$ cat src/rtl/heartbeat_monitor.sv
// Heartbeat monitor: measures the cycle distance between toggles of an
// asynchronous heartbeat and checks it against a tolerance window.
module heartbeat_monitor #(
  parameter int unsigned CLOCK_FREQ_MHZ = 250,
  parameter int unsigned INTERVAL_MSEC  = 500,
  parameter int unsigned TOLERANCE_PCT  = 10,
  // 64-bit arithmetic so EXPECT*TOLERANCE_PCT cannot overflow
  localparam longint unsigned EXPECT      = 64'(CLOCK_FREQ_MHZ) * 64'(INTERVAL_MSEC) * 64'd1000,
  localparam longint unsigned TOL         = EXPECT * 64'(TOLERANCE_PCT) / 64'd100,
  localparam longint unsigned MIN_CYC     = EXPECT - TOL,
  localparam longint unsigned TIMEOUT_CYC = EXPECT + TOL,
  localparam int unsigned     W           = $clog2(TIMEOUT_CYC + 64'd1)
) (
  input  logic         CLK,
  input  logic         RESET,
  input  logic         HB_IN,
  input  logic         CLEAR_ERR,
  output logic [W-1:0] PERIOD_OUT,
  output logic         PERIOD_VALID,
  output logic         ALIVE,
  output logic         ERR_FAST,
  output logic         ERR_TIMEOUT
);

  localparam logic [W-1:0] MinW     = W'(MIN_CYC);
  localparam logic [W-1:0] TimeoutW = W'(TIMEOUT_CYC);

  typedef enum logic [0:0] {StWait, StMeasure} state_e;

  logic         s1_q, s2_q, s3_q;
  logic         hb_edge;
  state_e       state_q, state_d;
  logic [W-1:0] cnt_q, cnt_d;
  logic [W-1:0] period_q, period_d;
  logic         valid_q, valid_d;
  logic         alive_q, alive_d;
  logic         fast_q, fast_d;
  logic         tout_q, tout_d;
  logic         fast_set, tout_set;

  // Free-running synchronizer; s3 only serves the edge detector
  always_ff @(posedge CLK) begin
    s1_q <= HB_IN;
    s2_q <= s1_q;
    s3_q <= s2_q;
  end

  assign hb_edge = (s2_q ^ s3_q) & ~RESET;

  // State and output registers with synchronous reset
  always_ff @(posedge CLK) begin
    if (RESET) begin
      state_q  <= StWait;
      cnt_q    <= '0;
      period_q <= '0;
      valid_q  <= 1'b0;
      alive_q  <= 1'b0;
      fast_q   <= 1'b0;
      tout_q   <= 1'b0;
    end else begin
      state_q  <= state_d;
      cnt_q    <= cnt_d;
      period_q <= period_d;
      valid_q  <= valid_d;
      alive_q  <= alive_d;
      fast_q   <= fast_d;
      tout_q   <= tout_d;
    end
  end

  // Next-state: interval measurement, window check and sticky error flags
  always_comb begin
    state_d  = state_q;
    cnt_d    = cnt_q;
    period_d = period_q;
    valid_d  = 1'b0;
    alive_d  = alive_q;
    fast_set = 1'b0;
    tout_set = 1'b0;
    unique case (state_q)
      StWait: begin
        cnt_d = '0;
        // First edge only arms; there is no previous edge to measure from
        if (hb_edge) begin
          state_d = StMeasure;
          cnt_d   = W'(1);
        end
      end
      StMeasure: begin
        // Edge takes priority over timeout when both land on the same cycle
        if (hb_edge) begin
          period_d = cnt_q;
          valid_d  = 1'b1;
          cnt_d    = W'(1);
          if (cnt_q < MinW) begin
            fast_set = 1'b1;
            alive_d  = 1'b0;
          end else begin
            alive_d  = 1'b1;
          end
        end else if (cnt_q == TimeoutW) begin
          tout_set = 1'b1;
          alive_d  = 1'b0;
          state_d  = StWait;
          cnt_d    = '0;
        end else begin
          cnt_d = cnt_q + W'(1);
        end
      end
      default: state_d = StWait;
    endcase
    // A set condition beats a simultaneous clear
    fast_d = fast_set | (fast_q & ~CLEAR_ERR);
    tout_d = tout_set | (tout_q & ~CLEAR_ERR);
  end

  assign PERIOD_OUT   = period_q;
  assign PERIOD_VALID = valid_q;
  assign ALIVE        = alive_q;
  assign ERR_FAST     = fast_q;
  assign ERR_TIMEOUT  = tout_q;

endmodule

$ cat config.mk
export PLATFORM = sky130hd
export DESIGN_NAME = heartbeat_monitor
export DESIGN_NICKNAME = d
export VERILOG_FILES = /design/src/rtl/heartbeat_monitor.sv
export SDC_FILE = /design/constraint.sdc
export NUM_CORES = 1
export LEC_CHECK = 0
export ABC_AREA = 1
export BUFFER_PORTS_ARGS = -buffer_cell sky130_fd_sc_hd__buf_2
export CORE_MARGIN = 4
export CORE_UTILIZATION = 32
export CTS_CLUSTER_SIZE = 24
export DETAILED_ROUTE_END_ITERATION = 6
export PLACE_DENSITY = 0.53
export SLEW_MARGIN = 20
export SYNTH_ARGS = -nofsm -noshare
export SYNTH_HDL_FRONTEND = slang
export SYNTH_SLANG_ARGS = --single-unit
$ cat constraint.sdc
create_clock -name CLK -period 1.21 [get_ports CLK]
set_input_delay 0.121 -clock CLK [delete_from_list [all_inputs] [get_ports CLK]]
set_output_delay 0.121 -clock CLK [all_outputs]
set_load 0.05 [all_outputs]
Word-level counts from Yosys, hierarchy flattened
Cells that the tools add are included.

operators by class
  add/subtract/negate cells = 1
  order comparisons = 1
  equality and inequality tests = 1
  muxes and demuxes = 17
  bitwise operators = 9
  reduce and logical (&&, ||, !) cells = 4

operators by type and width
  operator                                                      number
  2-to-1 mux 28 bit                                             2
  one-hot mux 28 bit (2 select lines)                           1
  adder 28 x 1 -> 28 bit, second input constant                 1
  == test 28 bit, second input constant                         1
  less-than comparator 28 x 27 -> 1 bit, second input constant  1
  2-to-1 mux 1 bit                                              13
  AND reduction 2 bit                                           2
  AND 1 bit                                                     3
  inverter 1 bit                                                3
  OR 1 bit                                                      2
  one-hot mux 1 bit (2 select lines)                            1
  nonzero test 2 bit                                            1
  OR reduction 2 bit                                            1
  XOR 1 bit                                                     1

word-level totals
  register bits = 64
  input port bits = 4
  output and inout bits = 32
  logic and storage cells = 43

Logic depth before layout (Yosys ltp)
  depth after elaboration = 5
  depth in mapped cells = 10
  mapped depth without buffers = 10

Least setup slack after synthesis
No wires, ideal clock.

  kind = register to register
  start point = reg cnt_q[1]
  end point = reg cnt_q[12]
  library setup time = 0.078 ns
  arrival time = 1.251 ns
  required time = 1.132 ns
  path slack = -0.119 ns
  cell stages (with the launch flop) = 10
  buffers on the path = 0
  period minus slack after synthesis = 1.329 ns
  cells stage by stage = dfxtp_1 ha_1 nand2_1 inv_1 nand3b_4 nor2_4 nand2_1 nand2_1 inv_1 nor3_1

on the way
  word-level cells in the longest chain between the ends = 4
  elaborated cells between the ends (all ways) = 5
  classes of those cells = add/sub: 1; eq/ne: 1; mux: 3

ends and longest elaborated chain
  what                                                             line      text
  from (decl)                                                      33        logic [W-1:0] cnt_q, cnt_d;
  from (signal assigned)                                           62        cnt_q <= cnt_d;
  adder 28 x 1 -> 28 bit / == test 28 bit (equally long branches)  107, 101
  2-to-1 mux 28 bit (*)                                            101       end else if (cnt_q == TimeoutW) begin
  2-to-1 mux 28 bit (*)                                            91        if (hb_edge) begin
  one-hot mux 28 bit (2 select lines) (*)                          80        unique case (state_q)

Every way passes the cells marked *; elsewhere a longest branch is shown, timed or not.
A chain may end at the register's enable or synchronous reset.

Worst setup path in the final report
  start point = reg cnt_q[0]
  end point = reg cnt_q[10]

Same word-level chain as after synthesis.

==> run summary <==
Via count: 3,290
Max_slew headroom: 0.689
WS Path Type: register to register
Final min period: 1.39 ns
Initial core utilization: 0.329
CP arrival: 1.66 ns
Overflow left after global routing: 0
CTS sink cnt: 64
Fin Hold WS: 0.0451 ns
Sequential area share after synthesis: 0.422
DRT antenna net count: 0
Final setup violation count: 56
Core Footprint: 9240 sq um
Filler cell count: 867
CTS tree: yes
Cell Area, Synth: 3040 sq um
CTS Buf Count: 9
Post-synth top area share: 0.422
Placed cell area: 4040 sq um
Worst hold path depth: 4
Final hold vios: 0
Compound-cell area share of the yosys netlist: 0.0952
Internal power: 3.23 mW
Post-DP HPWL: 6820 um
Largest net degree at the start of global routing: 30
Max frequency: 722 MHz
PnR worst setup slack: -0.176 ns
Post-Place Worst Slack: -0.317 ns
Unrepaired setup endpoints after global routing: true
Die footprint: 11,100 sq um
CP top delay family: simple AND/OR/NAND/NOR gates
VDD IR max: 0.411 mV
Largest family of logic cells by synthesized area: simple AND/OR/NAND/NOR gates
Clock network power share: 0.412
Async SR Flop Fraction: 0
Critical Path Fanout Max: 4
Worst path bufs/invs: 0
Root buf cell: clkbuf_8
Clock buffer depth: 2
Max Clock Skew: 0.00942 ns
Area of the multi-input gates: 2110 sq um
Hold path startpoint: CLEAR_ERR
Iteration-0 DRC Markers: 142
Flop pwr share: 0.488
DR WL met3: 536 um
Synth warn: 0
R2r worst-path depth: 6
Worst min-delay path endpoint: ERR_TIMEOUT
Worst-margin pin slew: 0.467 ns
Via density: 4.67
Layout cells sized above 1: 0.626
Top sig layer: met4
Most common cell after layout, fill and taps aside: buf_4
CP startpoint kind: register
Violated checks: negative setup slack
Gate Count Post-Synth: 423
1st-pass router iterations: 4
GRT Util Overall: 0.166
Status: finished with violations
Post-Route WL: 10,500 um
Reg area: 1350 sq um
Mux contribution to synthesized area: 0
Final Cell Area: 5190 sq um
Drt drc: 0
Nets: 576
Post-Synth XOR/XNOR Area: 0.0202
Vias in the first global route: 3,073
FF-to-FF End: cnt_q[10]
Main synth FF type: dfxtp_1
Met2 wire length: 5230 um
Adder-cell area share of the yosys netlist: 0.00824
Area delta synth->final: 71.0%
Final worst path period share: 1.15
Slowest library cell on the worst path: dfxtp_4
R2r setup slk: -0.18 ns
Hold Path Class: primary input to register
Cell Chain, Critical Path: ha_4 -> nand2_4 -> nor2_4 -> nand4_4 -> or2_1 -> a21oi_2
FF+latch count, synth: 64
Synth area leader: dfxtp_1
Switch share: 0.263
Die height: 105 um
Top cells by area, synth: dfxtp_1 42%, nand2_1 13%, nor2_1 7.3%
Syn_nets: 429
Post-synth EDFFs: 0
Reg clk slew, reported paths: 0.07 ns
Max-Cap Viols: 0
Wire per inst: 15.0 um
First-pass GRT wire length: 14,800 um
Initial antenna violation count: 0
Data required time of the critical path: 1.48 ns
Final slew viol count: 0
Mean area per synthesized cell: 7.18 sq um
Number of I/O pins: 36
Reg2Reg Launch Point: cnt_q[0]
Final setup TNS: -6.99 ns
Worst setup EP type: register
Gate power share: 0.101
H-tree Lvls: 3
RePlAce Congestion: 0.952
Slowest stage delay, CP: 0.39 ns
Yosys cell types: 30
Cell Rows: 35
Static Leakage: 2.10 nW
Number of port buffers: 35
Floorplan die width: 105 um
Worst-skew pair later-pin latency: 0.35 ns
PwrDens: 843 nW/um^2
Net Switching: 1.15 mW
Most frequent cells in the layout: 85 x buf_4, 69 x nand2_1, 37 x dfxtp_1, 35 x buf_2, 31 x nand2_2
WL met1: 4520 um
Antenna diodes: 0
Post-Synth Simple-Gate Area: 0.379
-- metal layers --
layer	vias to the layer above	global-route usage
li1	1657	-
met1	1527	0.202
met2	82	0.290
met3	24	0.0453
met4	0	0.0394
met5	-	0
-- cell type report --
class	instances	area share
multi-input cells	306	0.405
flip-flops and latches	64	0.259
repair buffers	145	0.233
inverters	43	0.0344
well taps	129	0.0311
clock buffers	10	0.0246
clock inverters	6	0.0116
repair inverters	1	0.000964
-- synthesized netlist by cell type, drive strengths merged (4+ instances only) --
library cell	number
xor2	7
nand2	109
nor2	71
buf	4
a21oi	16
nand4	8
nor3	8
dfxtp	64
inv	43
nand3	44
o21ai	35
clkbuf	6
-- worst min-delay path: cells and delay by family --
family / cells / cell delay, ns
AOI/OAI and AO/OA: 1 / 0.04
buffers and inverters: 2 / 0.11
and+or+nand+nor: 1 / 0.07
-- metrics by stage --
stage	utilization	total power, mW	std cells
global placement	0.438	2.48	660
global route	0.562	4.57	704
CTS	0.476	4.30	683
detailed placement	0.438	2.48	660
floorplan	-	2.38	423
finish	0.562	4.38	704
-- logic make-up after synthesis --
family	Yosys count
DFF	64
AOI/OAI and AO/OA	51
buffers and inverters	53
adders and majority gates	2
xor gates and xnor gates	7
and+or+nand+nor	246
-- how the worst max path moves through the flow --
| stage | from | endpoint | slack [ns] | cells past startpoint |
|---|---|---|---|---|
| floorplan | cnt_q[0] | cnt_q[12] | -0.03 | 9 |
| global placement | cnt_q[11] | cnt_q[17] | -0.35 | 6 |
| detailed placement | cnt_q[11] | cnt_q[17] | -0.32 | 6 |
| CTS | cnt_q[1] | cnt_q[19] | -0.17 | 8 |
| global route | cnt_q[0] | cnt_q[12] | -0.25 | 9 |
| finish | cnt_q[0] | cnt_q[10] | -0.18 | 6 |
-- power groups by stage --
stage	Sequential, mW	Clock (mW)	Combinational (mW)
after floorplan	2.25	0	0.137
final	2.14	1.80	0.440
after detailed placement	2.20	0	0.275
after CTS	2.15	1.86	0.286
after global routing	2.14	1.96	0.468
after global placement	2.20	0	0.275
-- timing repair --
item                                   CTS  global route
setup endpoints to repair               43            57
pin swaps                               13            46
setup buffers                            5            12
gates cloned                             0            10
endpoints found under the hold margin    3             0
hold buffers                             2             0
resized for setup                       38           186
Power figures use the tool's default switching activity.
